**src/rtl/data_bus_uart_tx.sv**
```systemverilog
// Memory-mapped 8N1 UART transmitter with a byte write FIFO on the CPU data bus.
// Reads are combinational so a single-cycle core can poll STATUS with the load.
module data_bus_uart_tx #(
  parameter logic [31:0] BASE_ADDR  = 32'hFF20_0100,
  parameter int unsigned CLK_DIV    = 434,
  parameter int unsigned FIFO_DEPTH = 16
) (
  input  logic        iCLK,
  input  logic        iRST,
  input  logic        DwReadEnable,
  input  logic        DwWriteEnable,
  input  logic [3:0]  DwByteEnable,
  input  logic [31:0] DwAddress,
  input  logic [31:0] DwWriteData,
  output logic [31:0] oReadData,
  output logic        oTX,
  output logic        oIRQ
);

  localparam int unsigned AW = (FIFO_DEPTH > 1) ? $clog2(FIFO_DEPTH) : 1;
  localparam int unsigned CW = $clog2(FIFO_DEPTH) + 1;
  localparam int unsigned BW = $clog2(CLK_DIV);

  typedef enum logic [1:0] {S_IDLE, S_START, S_DATA, S_STOP} state_t;

  state_t          state, state_d;
  logic [7:0]      mem [FIFO_DEPTH];
  logic [AW-1:0]   wptr, rptr;
  logic [CW-1:0]   count;
  logic            ovf;
  logic [1:0]      ctrl;
  logic [BW-1:0]   baud, baud_d;
  logic [2:0]      bitidx, bitidx_d;
  logic [7:0]      shreg, shreg_d;
  logic            tx_q, tx_d;
  logic            pop;

  // Address decode and register strobes
  logic       sel, full, empty, busy, bit_end;
  logic       wr_data, wr_ovf_clr, wr_ctrl, push;
  logic [1:0] off;

  assign sel        = (DwAddress[31:4] == BASE_ADDR[31:4]);
  assign off        = DwAddress[3:2];
  assign wr_data    = sel && DwWriteEnable && (off == 2'd0) && DwByteEnable[0];
  assign wr_ovf_clr = sel && DwWriteEnable && (off == 2'd1) && DwByteEnable[1] && DwWriteData[13];
  assign wr_ctrl    = sel && DwWriteEnable && (off == 2'd2) && DwByteEnable[0];
  assign full       = (count == CW'(FIFO_DEPTH));
  assign empty      = (count == '0);
  assign push       = wr_data && !full;
  assign busy       = (state != S_IDLE);
  assign bit_end    = (baud == BW'(CLK_DIV - 1));

  function automatic logic [AW-1:0] ptr_inc(input logic [AW-1:0] p);
    return (p == AW'(FIFO_DEPTH - 1)) ? '0 : p + AW'(1);
  endfunction

  // FIFO pointers, occupancy and software-visible registers
  always_ff @(posedge iCLK or posedge iRST) begin
    if (iRST) begin
      wptr  <= '0;
      rptr  <= '0;
      count <= '0;
      ovf   <= 1'b0;
      ctrl  <= 2'b01;
    end else begin
      if (push) wptr <= ptr_inc(wptr);
      if (pop)  rptr <= ptr_inc(rptr);
      count <= count + CW'(push) - CW'(pop);
      if (wr_data && full) ovf <= 1'b1;
      else if (wr_ovf_clr) ovf <= 1'b0;
      if (wr_ctrl) ctrl <= DwWriteData[1:0];
    end
  end

  // Storage is not reset; only valid entries are ever read
  always_ff @(posedge iCLK) begin
    if (push) mem[wptr] <= DwWriteData[7:0];
  end

  always_ff @(posedge iCLK or posedge iRST) begin
    if (iRST) state <= S_IDLE;
    else      state <= state_d;
  end

  always_comb begin
    state_d = state;
    case (state)
      S_IDLE:  if (ctrl[0] && !empty)          state_d = S_START;
      S_START: if (bit_end)                    state_d = S_DATA;
      S_DATA:  if (bit_end && bitidx == 3'd7)  state_d = S_STOP;
      S_STOP:  if (bit_end)                    state_d = S_IDLE;
      default:                                 state_d = S_IDLE;
    endcase
  end

  // Line value is derived from next-state values so oTX can be a plain flop
  always_comb begin
    pop      = 1'b0;
    shreg_d  = shreg;
    baud_d   = baud + BW'(1);
    bitidx_d = bitidx;
    tx_d     = 1'b1;
    if (state == S_IDLE && state_d == S_START) begin
      pop     = 1'b1;
      shreg_d = mem[rptr];
    end
    if (state_d != state || bit_end || state == S_IDLE) baud_d = '0;
    if (state_d != S_DATA)              bitidx_d = '0;
    else if (state == S_DATA && bit_end) bitidx_d = bitidx + 3'd1;
    case (state_d)
      S_START: tx_d = 1'b0;
      S_DATA:  tx_d = shreg_d[bitidx_d];
      default: tx_d = 1'b1;
    endcase
  end

  always_ff @(posedge iCLK or posedge iRST) begin
    if (iRST) begin
      baud   <= '0;
      bitidx <= '0;
      shreg  <= '0;
      tx_q   <= 1'b1;
    end else begin
      baud   <= baud_d;
      bitidx <= bitidx_d;
      shreg  <= shreg_d;
      tx_q   <= tx_d;
    end
  end

  // Zero outside the window so the bus can OR this with memory read data
  always_comb begin
    oReadData = '0;
    if (sel && DwReadEnable) begin
      case (off)
        2'd1:    oReadData = {18'd0, ovf, 5'(count), 5'd0, busy, empty, full};
        2'd2:    oReadData = {30'd0, ctrl};
        default: oReadData = '0;
      endcase
    end
  end

  assign oTX  = tx_q;
  assign oIRQ = ctrl[1] && empty && (state == S_IDLE);

  logic unused_bits;
  assign unused_bits = ^{DwAddress[1:0], DwByteEnable[3:2], DwWriteData[31:14], DwWriteData[12:8]};

endmodule

```
**config.mk**
```make
export PLATFORM = sky130hd
export DESIGN_NAME = data_bus_uart_tx
export DESIGN_NICKNAME = d
export VERILOG_FILES = /design/src/rtl/data_bus_uart_tx.sv
export SDC_FILE = /design/constraint.sdc
export NUM_CORES = 1
export LEC_CHECK = 0
export BUFFER_PORTS_ARGS = -buffer_cell sky130_fd_sc_hd__buf_2
export CORE_MARGIN = 5
export CORE_UTILIZATION = 52
export CTS_CLUSTER_SIZE = 28
export DETAILED_ROUTE_END_ITERATION = 6
export PLACE_DENSITY_LB_ADDON = 0.2
export SETUP_SLACK_MARGIN = 0.15
export SLEW_MARGIN = 20
export SYNTH_ARGS = -nofsm -noshare
export SYNTH_HDL_FRONTEND = slang
export SYNTH_SLANG_ARGS = --single-unit
```
**constraint.sdc**
```tcl
create_clock -name iCLK -period 3.8 [get_ports iCLK]
set_input_delay 0 -clock iCLK [delete_from_list [all_inputs] [get_ports iCLK]]
set_output_delay 0 -clock iCLK [all_outputs]
set_load 0.01 [all_outputs]
```
==> results of run 1 <==
[area by class of cell]
class                           instances  area, µm²
Sequential cell                       167       4820
Inverter                               24       90.1
Timing Repair Buffer                   84        520
Multi-Input combinational cell        275       2390
Fill cell                            1031       5360
Tap cell                              180        225
Clock inverter                         13       96.3
Clock buffer                           19        433
[repair_timing]
action	4_1_cts	5_1_grt
endpoints found under the hold margin	166	0
setup endpoints to repair	0	0
hold buffers	11	0
[through the flow]
stage | hold WS [ns] | power (mW) | util (%) | std cells
5_1_grt | 0.0387 | 3.71 | 61.6 | 762
3_5_place_dp | 0.164 | 2.07 | 57.0 | 719
3_3_place_gp | 0.144 | 2.07 | 57.0 | 719
2_1_floorplan | 0.0989 | 2.05 | - | 507
6_report | 0.0197 | 3.59 | 61.6 | 762
4_1_cts | 0.00964 | 3.62 | 61.6 | 762
[worst paths after layout]
path | from | to | slack [ns] | cells after the start
setup / recovery | count[2] | count[4] | 0.65 | 15
hold / removal | DwWriteEnable | wptr[1] | 0.02 | 4
setup reg to reg | count[2] | count[4] | 0.65 | 15
hold reg to reg | shreg[6] | shreg[6] | 0.47 | 2
max in group asynchronous | iRST | rptr[0] | 3.17 | 4
min in group asynchronous | iRST | baud[7] | 0.26 | 4
[sequential cells by signal (all words and copies together), names as in the netlist]
name    cells
ctrl        2
count       5
ovf         1
wptr        4
oTX         1
rptr        4
baud        9
mem       128
state       2
shreg       8
bitidx      3
[logic make-up after synthesis]
group	synth area share, %
other	0.0504
AND/OR/NAND/NOR	9.92
buffers and inverters	4.54
multiplexers	12.1
AO/OA/AOI/OAI	3.70
flip-flops	64.8
XOR/XNOR	1.65
adder cells (fa/ha/maj)	3.30
[layer usage]
metal / part of all wire, % / up-vias / global-route usage [%]
li1: - / 1964 / -
met1: 41 / 2161 / 24.1
met2: 54 / 83 / 33.5
met3: 3.1 / 19 / 3.79
met4: 1.6 / 0 / 6.54
met5: 0 / - / 0
[cells in the final DEF, fill, tap and decap left out, drive strengths merged, types with 11 or more instances in the layout]
master / netlist / routed
buf: 35 / 73
nor2: 27 / 27
mux4: 37 / 37
edfxtp: 128 / 128
ha: 18 / 18
dfrtp: 37 / 37
nand2: 35 / 35
conb: 1 / 23
inv: 24 / 30
clkbuf: 6 / 19
and2: 13 / 13
dlygate4sd3: 0 / 11
o21ai: 13 / 13
nand3: 12 / 12
[power by group]
| group | internal, mW | switching, mW |
|---|---|---|
| Clock | 0.844 | 0.708 |
| Sequential | 1.97 | 0.0000938 |
| Combinational | 0.0271 | 0.0473 |
| Total | 2.84 | 0.756 |
[worst max-delay path, cell delays in order, from the launching register on]
cell and delay [ns]:
dfrtp_1 0.40, inv_1 0.09, ha_1 0.18, or4b_2 0.58
nand3_1 0.14, inv_1 0.23, ha_1 0.35, inv_1 0.05
ha_1 0.15, inv_1 0.05, fa_1 0.40, inv_1 0.07
a21oi_1 0.05, nor2_1 0.09, nor2_1 0.07, xnor2_1 0.13
==> out/metrics.yaml, run 1 <==
status: "complete, no violations"
seq_area_frac_synth_pct: 64.8
antenna_found_initial: 0
fin_nets: 660
drt-total-wl_um: 15100
cts.path.max_buffers: 2
clk_pin_slew_ns: 0.06
synthCells: 485
end_kind: "flop"
synth.most_common_cell: "edfxtp_1"
synth_edf_count: 128
worstMarginPinSlew_ns: 0.953
slew_viol_final: 0
insertion_delay_ns: 0.42
postPlaceCellArea_mm2: 0.00794
required_ns: 4.09
dr.pass1.iters: 4
peakVddDrop_v: 0.000368
setup_viol: 0
core.rowCount: 43
cts_sinks: 167
initial_core_util_pct: 53.4
ant_nets: 0
cts_tree: "yes"
slew_headroom_pct: 36.5
pin_count: 106
crit_path_start_kind: "flop"
rsz0062_at_grt: "false"
clock_tree.root_cell: "clkbuf_16"
synth_area_leader_cell: "edfxtp_1"
grt_pass1_wl_um: 23700
synth_common_cells: "edfxtp_1, dfrtp_1, mux4_2"
routabilityCongestion: 0.791
ys_types: 60
yosys-top-cells-area: "edfxtp_1, dfrtp_1, mux4_2, ha_1, buf_4"
grt_overflow: 0
place_hpwl_um: 9670
hold_class: "input port to flop"
grt_max_degree: 40
power.density_mw_per_mm2: 419
period_needed_ns: 3.15
leakagePower_nw: 3.23
synth_area_per_cell_um2: 15.3
antennaDiodeCount: 0
place_ws_ns: 0.689
vias_per_cell: 5.55
htree_levels: 4
cts_buffers: 17
fin_ws_ns: 0.653
grt_pass1_vias: 4326
routedWlPerCell_um: 19.8
vias: 4227
synthArstFlopShare_pct: 23.4
max_freq_mhz: 318
fin_crit_sh_pct: 82.8
synth_area_mm2: 0.00744
dieArea_mm2: 0.0168
cts_resized: 0
yosysWarnings: 0
io_buffers: 55
die_y_um: 130
drtIter0Drc: 247
synth_seq_cells: 167
final_cell_area_mm2: 0.00858
drive_gt1_share_pct: 26.6
drv_cap: 0
finalHoldViolCount: 0
die_w_um: 130
worstPathArrival_ns: 3.44
grt_use_total_pct: 19.2
synth_top_flop_cell: "edfxtp_1"
synth_top_area_share_pct: 51.6
crit_type: "flop to flop"
area_growth_pct: 15.3
cp_max_fo: 16
drcViolationCount: 0
finalClockSkew_ns: 0.0111
post-cts-setup-buffer-count: 0
coreArea_mm2: 0.0139
setup_tns_ns: 0
Power figures use the tool's default switching activity.
==> run 2: changes to the inputs <==
==> constraint.sdc (replaced) <==
create_clock -name iCLK -period 2.6 [get_ports iCLK]
set_input_delay 0 -clock iCLK [delete_from_list [all_inputs] [get_ports iCLK]]
set_output_delay 0 -clock iCLK [all_outputs]
set_load 0.01 [all_outputs]
==> run 2 against run 1 <==
Net effect:
- register-to-register slack worse by 0.62 ns
- routed wire length up 3.0%
- sequential power up 46%
- total power up 46%
- flip-flop and latch count unchanged
- clock-buffer cell count down 1
- design area up 4.4%
- critical path type unchanged
==> out/metrics.yaml, run 2 (synthesis gave the netlist of run 1 again) <==
fin_crit_sh_pct: 98.7
final_common_cell: "edfxtp_1"
clk_pin_slew_ns: 0.06
finalClockSkew_ns: 0.0134
grt_overflow: 0
place_ws_ns: -0.123
nFillCells: 1002
mostFrequentLayoutCells: "edfxtp_1, buf_2, mux4_2, buf_4, dfrtp_1"
drcViolationCount: 0
cts_sinks: 167
min_from: "DwWriteEnable"
grt_pass1_wl_um: 24100
required_ns: 2.91
seqPwrFrac_pct: 54.6
htree_levels: 4
worstPathArrival_ns: 2.87
power.density_mw_per_mm2: 588
rr_worst_depth: 15
die_w_um: 130
combPwrFrac_pct: 2.1
reg.largest.list: "mem (128), baud (9), shreg (8)"
drtIter0Drc: 391
reg2reg_to: "count[4]"
hold_depth: 4
max_freq_mhz: 390
leakagePower_nw: 3.39
ant_nets: 0
regMostFlops: "mem"
clock_tree.root_cell: "clkbuf_16"
post-route-util_pct: 64.3
dieArea_mm2: 0.0168
drive_gt1_share_pct: 33.8
end_kind: "flop"
worstMarginPinSlew_ns: 0.672
power.switching_mw: 1.12
slew_viol_final: 0
rsz0062_at_grt: "true"
coreArea_mm2: 0.0139
grt_max_degree: 37
drv_cap: 0
r2r-start: "count[2]"
place_hpwl_um: 10100
antenna_found_initial: 0
initial_core_util_pct: 53.4
internal_power_mw: 4.14
r2r_slack_ns: 0.03
cts_buffers: 17
fin_nets: 689
grt_pass1_vias: 4484
dr.pass1.iters: 7
period_needed_ns: 2.57
antennaDiodeCount: 0
finalHoldViolCount: 0
peakVddDrop_v: 0.000592
routabilityCongestion: 0.838
crit_path_start_kind: "flop"
crit_type: "flop to flop"
vias: 4472
area_growth_pct: 20.3
swShare_pct: 21.3
cts.path.max_buffers: 2
io_buffers: 55
largest_reg_flops: 128
clockPowerShare_pct: 43.3
insertion_delay_ns: 0.43
holdPathEnd: "ctrl[0]"
cts_tree: "yes"
setup_viol: 0
vias_per_cell: 5.66
fin_ws_ns: 0.0346
hold_class: "input port to flop"
drt-total-wl_um: 15500
routedWlPerCell_um: 19.6
core.rowCount: 43
cp_max_fo: 3
slew_headroom_pct: 54.9
die_y_um: 130
grt_use_total_pct: 19.5
status: "complete, no violations"
pin_count: 106
run 2: cell types whose count changed in the layout (fill, tap and decap cells not counted), moves of 4 or more:
cell    previous run  this run
buf_6              0         6
inv_1             23        17
inv_2              1         6
buf_4             18        37
and2_4             0         4
and2_1            13         9
run 2: worst max-delay path: stages (launching register included):
cell     delay (ns)
dfrtp_1        0.39
inv_2          0.08
ha_4           0.14
or4b_4         0.48
nand3_4        0.10
inv_4          0.04
ha_4           0.22
inv_2          0.06
ha_4           0.13
inv_2          0.04
fa_2           0.37
inv_2          0.06
a21oi_2        0.04
nor2_1         0.11
nor2_1         0.06
xnor2_1        0.12
run 2: cell type report:
class | count | area [µm²] | share of cell area (%)
multi-input cells | 275 | 2490 | 27.8
flip-flops and latches | 167 | 4820 | 53.9
well taps | 180 | 225 | 2.51
clock buffers | 18 | 429 | 4.79
clock inverters | 13 | 100 | 1.12
repair buffers | 113 | 796 | 8.89
inverters | 24 | 92.6 | 1.03
run 2: how the worst max path moves through the flow:
stage | startpoint | to
6_report | count[2] | count[4]
3_5_place_dp | DwAddress[7] | count[4]
5_1_grt | count[3] | count[4]
2_1_floorplan | DwAddress[7] | count[4]
3_3_place_gp | DwAddress[7] | count[4]
4_1_cts | count[3] | count[4]
run 2: power by group through the flow:
stage | Clock, mW | Combinational [mW] | Sequential [mW]
4_1_cts | 2.31 | 0.109 | 2.87
3_3_place_gp | 0 | 0.0932 | 2.93
6_report | 2.28 | 0.110 | 2.88
2_1_floorplan | 0 | 0.0584 | 2.93
3_5_place_dp | 0 | 0.0975 | 2.93
5_1_grt | 2.44 | 0.124 | 2.87
run 2: routing by layer:
layer  wire (µm)  share of wire, %  global-route usage [%]  vias up
met5           0                 0                       0        -
met4         276               1.8                    5.38        0
met3         739               4.8                    5.15       21
met2        8100                52                    33.0      143
met1        6410                41                    25.1     2288
li1            -                 -                       -     2020
run 2: per-stage QoR:
step	total power, mW	cells	hold WS, ns	TNS (ns)	cell area, µm²
2_1_floorplan	2.99	507	0.0989	-0.0606	7550
3_3_place_gp	3.02	737	0.0824	-0.0493	8100
3_5_place_dp	3.03	737	0.0805	-0.123	8100
4_1_cts	5.30	786	0.0779	0	8830
5_1_grt	5.44	790	0.101	-0.0733	8960
6_report	5.26	790	0.106	0	8960
run 2: repair_timing:
action | CTS | global route
setup buffers | 7 | 4
endpoints found under the hold margin | 142 | 0
pin swaps | 6 | 9
gates resized for setup | 11 | 24
endpoints found under the setup margin | 2 | 35
hold buffers | 11 | 0
==> run 3: changes to the inputs <==
--- a/config.mk
+++ b/config.mk
@@ -7,7 +7,7 @@
 export LEC_CHECK = 0
 export BUFFER_PORTS_ARGS = -buffer_cell sky130_fd_sc_hd__buf_2
 export CORE_MARGIN = 5
-export CORE_UTILIZATION = 52
+export CORE_UTILIZATION = 50
 export CTS_CLUSTER_SIZE = 28
 export DETAILED_ROUTE_END_ITERATION = 6
 export PLACE_DENSITY_LB_ADDON = 0.2
==> constraint.sdc (replaced) <==
create_clock -name iCLK -period 3.2 [get_ports iCLK]
set_input_delay 0 -clock iCLK [delete_from_list [all_inputs] [get_ports iCLK]]
set_output_delay 0 -clock iCLK [all_outputs]
set_load 0.01 [all_outputs]
==> run 3 against run 2 <==
Net effect:
- combinational power decreased by 19%
- register-to-register slack improved by 0.35 ns
- clock power shrank 15%
- clock-buffer cell count is the same
- first-iteration DRC count fell by 20%
- cell count down 2.4%
- clock skew is 0.0077 ns lower
- non-clock buffer count is 21 lower
- routed wire length is 4.1% lower
- via count is 4.9% lower
- design area fell by 2.9%
- worst setup slack better by 0.35 ns
- largest cell class unchanged
- largest power group unchanged
==> out/metrics.yaml, run 3 (synthesis gave the netlist of run 1 again) <==
crit_path_max_incr_delay_ns: 0.60
grt_max_degree: 37
final_common_cell: "edfxtp_1"
die_y_um: 132
antenna_found_initial: 0
status: "complete, no violations"
vias_per_cell: 5.52
routabilityCongestion: 0.831
drv_cap: 0
grt_use_total_pct: 17.8
dr.pass1.iters: 4
crit_path_start_kind: "flop"
fin_hold_ws_ns: 0.0970
slew_viol_final: 0
cts_sinks: 167
grt_pass1_vias: 4438
worstMarginPinSlew_ns: 0.846
crit_path_frequent_cell: "inv_1"
crit_type: "flop to flop"
ant_nets: 0
dp.cells: 730
drcViolationCount: 0
clock_tree.root_cell: "clkbuf_16"
area_growth_pct: 16.9
stdcell_count: 771
core.rowCount: 44
path_cells: "inv_1, ha_2, or4b_2, nand3_2, inv_1, ha_1, inv_1, ha_1, inv_1, fa_2, inv_1, a21oi_1, nor2_1, nor2_1, xnor2_1"
cts_tree: "yes"
slew_headroom_pct: 43.6
setup_viol: 0
fin_crit_sh_pct: 87.9
setup_tns_ns: 0
power.total_mw: 4.37
cp_max_fo: 3
post-route-util_pct: 59.6
die_w_um: 132
largest_reg_flops: 128
seqPwrFrac_pct: 53.5
cts_buffers: 17
leakagePower_nw: 3.28
max_freq_mhz: 355
rsz0062_at_grt: "false"
cp_slowest_cell: "or4b_2"
combPwrFrac_pct: 2.0
routedWlPerCell_um: 19.3
dieArea_mm2: 0.0174
clk_pin_slew_ns: 0.06
cts.path.max_buffers: 2
place_hpwl_um: 10100
pin_count: 106
finalHoldViolCount: 0
insertion_delay_ns: 0.42
period_needed_ns: 2.81
end_kind: "flop"
grt_pass1_wl_um: 23800
worstPathArrival_ns: 3.11
nFillCells: 1087
reg.largest.list: "mem (128), baud (9), shreg (8)"
fin_nets: 668
io_buffers: 55
swShare_pct: 19.7
drtIter0Drc: 313
required_ns: 3.50
mostFrequentLayoutCells: "edfxtp_1, buf_2, mux4_2"
vias: 4255
initial_core_util_pct: 51.0
drt-total-wl_um: 14900
coreArea_mm2: 0.0146
drive_gt1_share_pct: 28.4
hold_class: "input port to flop"
peakVddDrop_v: 0.000606
grt_overflow: 0
internal_power_mw: 3.51
power.switching_mw: 0.861
antennaDiodeCount: 0
finalClockSkew_ns: 0.00572
clockPowerShare_pct: 44.5
htree_levels: 4
regMostFlops: "mem"
power.density_mw_per_mm2: 502
==> run 3: critical path, delay by kind of cell (launching register included) <==
kind / cells / cell delay [ns]
flops: 1 / 0.39
xor+xnor: 1 / 0.12
fa+ha+maj: 4 / 0.96
compound gates: 1 / 0.05
buf+inv: 5 / 0.31
simple gates: 4 / 0.85
==> run 3: per-layer routing <==
| metal | global-route usage, % | wire length, µm |
|---|---|---|
| met3 | 4.66 | 810 |
| met1 | 23.2 | 6240 |
| met2 | 29.5 | 7620 |
| met4 | 5.66 | 209 |
| met5 | 0 | 0 |
==> run 3: final timing paths <==
path | startpoint | end | slack (ns) | cells after the start
setup / recovery | count[2] | count[4] | 0.39 | 15
hold / removal | DwWriteEnable | ctrl[1] | 0.1 | 4
setup reg to reg | count[2] | count[4] | 0.39 | 15
hold reg to reg | shreg[0] | shreg[0] | 0.47 | 2
max in group asynchronous | iRST | ctrl[0] | 2.32 | 4
min in group asynchronous | iRST | state[1] | 0.19 | 3
==> run 3: final cells by class <==
cell class | instances | area, µm² | area share (%)
Clock buffer | 18 | 429 | 4.93
Clock inverter | 11 | 128 | 1.47
Inverter | 24 | 90.1 | 1.04
Multi-Input combinational cell | 275 | 2410 | 27.7
Sequential cell | 167 | 4820 | 55.4
Tap cell | 184 | 230 | 2.65
Timing Repair Buffer | 92 | 593 | 6.82
==> run 3: repair_timing <==
| action | in CTS | in global routing |
|---|---|---|
| hold endpoints to repair | 155 | 0 |
| buffers inserted | 0 | 1 |
| endpoints found under the setup margin | 0 | 1 |
| resized for setup | 0 | 4 |
| hold buffers | 11 | 0 |
==> run 3: per-stage QoR <==
| stage | setup slack (ns) | cell area (µm²) |
|---|---|---|
| 2_1_floorplan | 0.218 | 7520 |
| 3_5_place_dp | 0.317 | 8010 |
| 5_1_grt | 0.169 | 8700 |
| 6_report | 0.387 | 8700 |
| 4_1_cts | 0.282 | 8680 |
| 3_3_place_gp | 0.350 | 8010 |
==> run 3: power groups by stage <==
stage	sequential, mW	combinational (mW)	clock [mW]
6_report	2.34	0.0887	1.94
5_1_grt	2.34	0.101	2.07
4_1_cts	2.34	0.0892	1.98
3_5_place_dp	2.38	0.0798	0
3_3_place_gp	2.38	0.0757	0
2_1_floorplan	2.38	0.0475	0
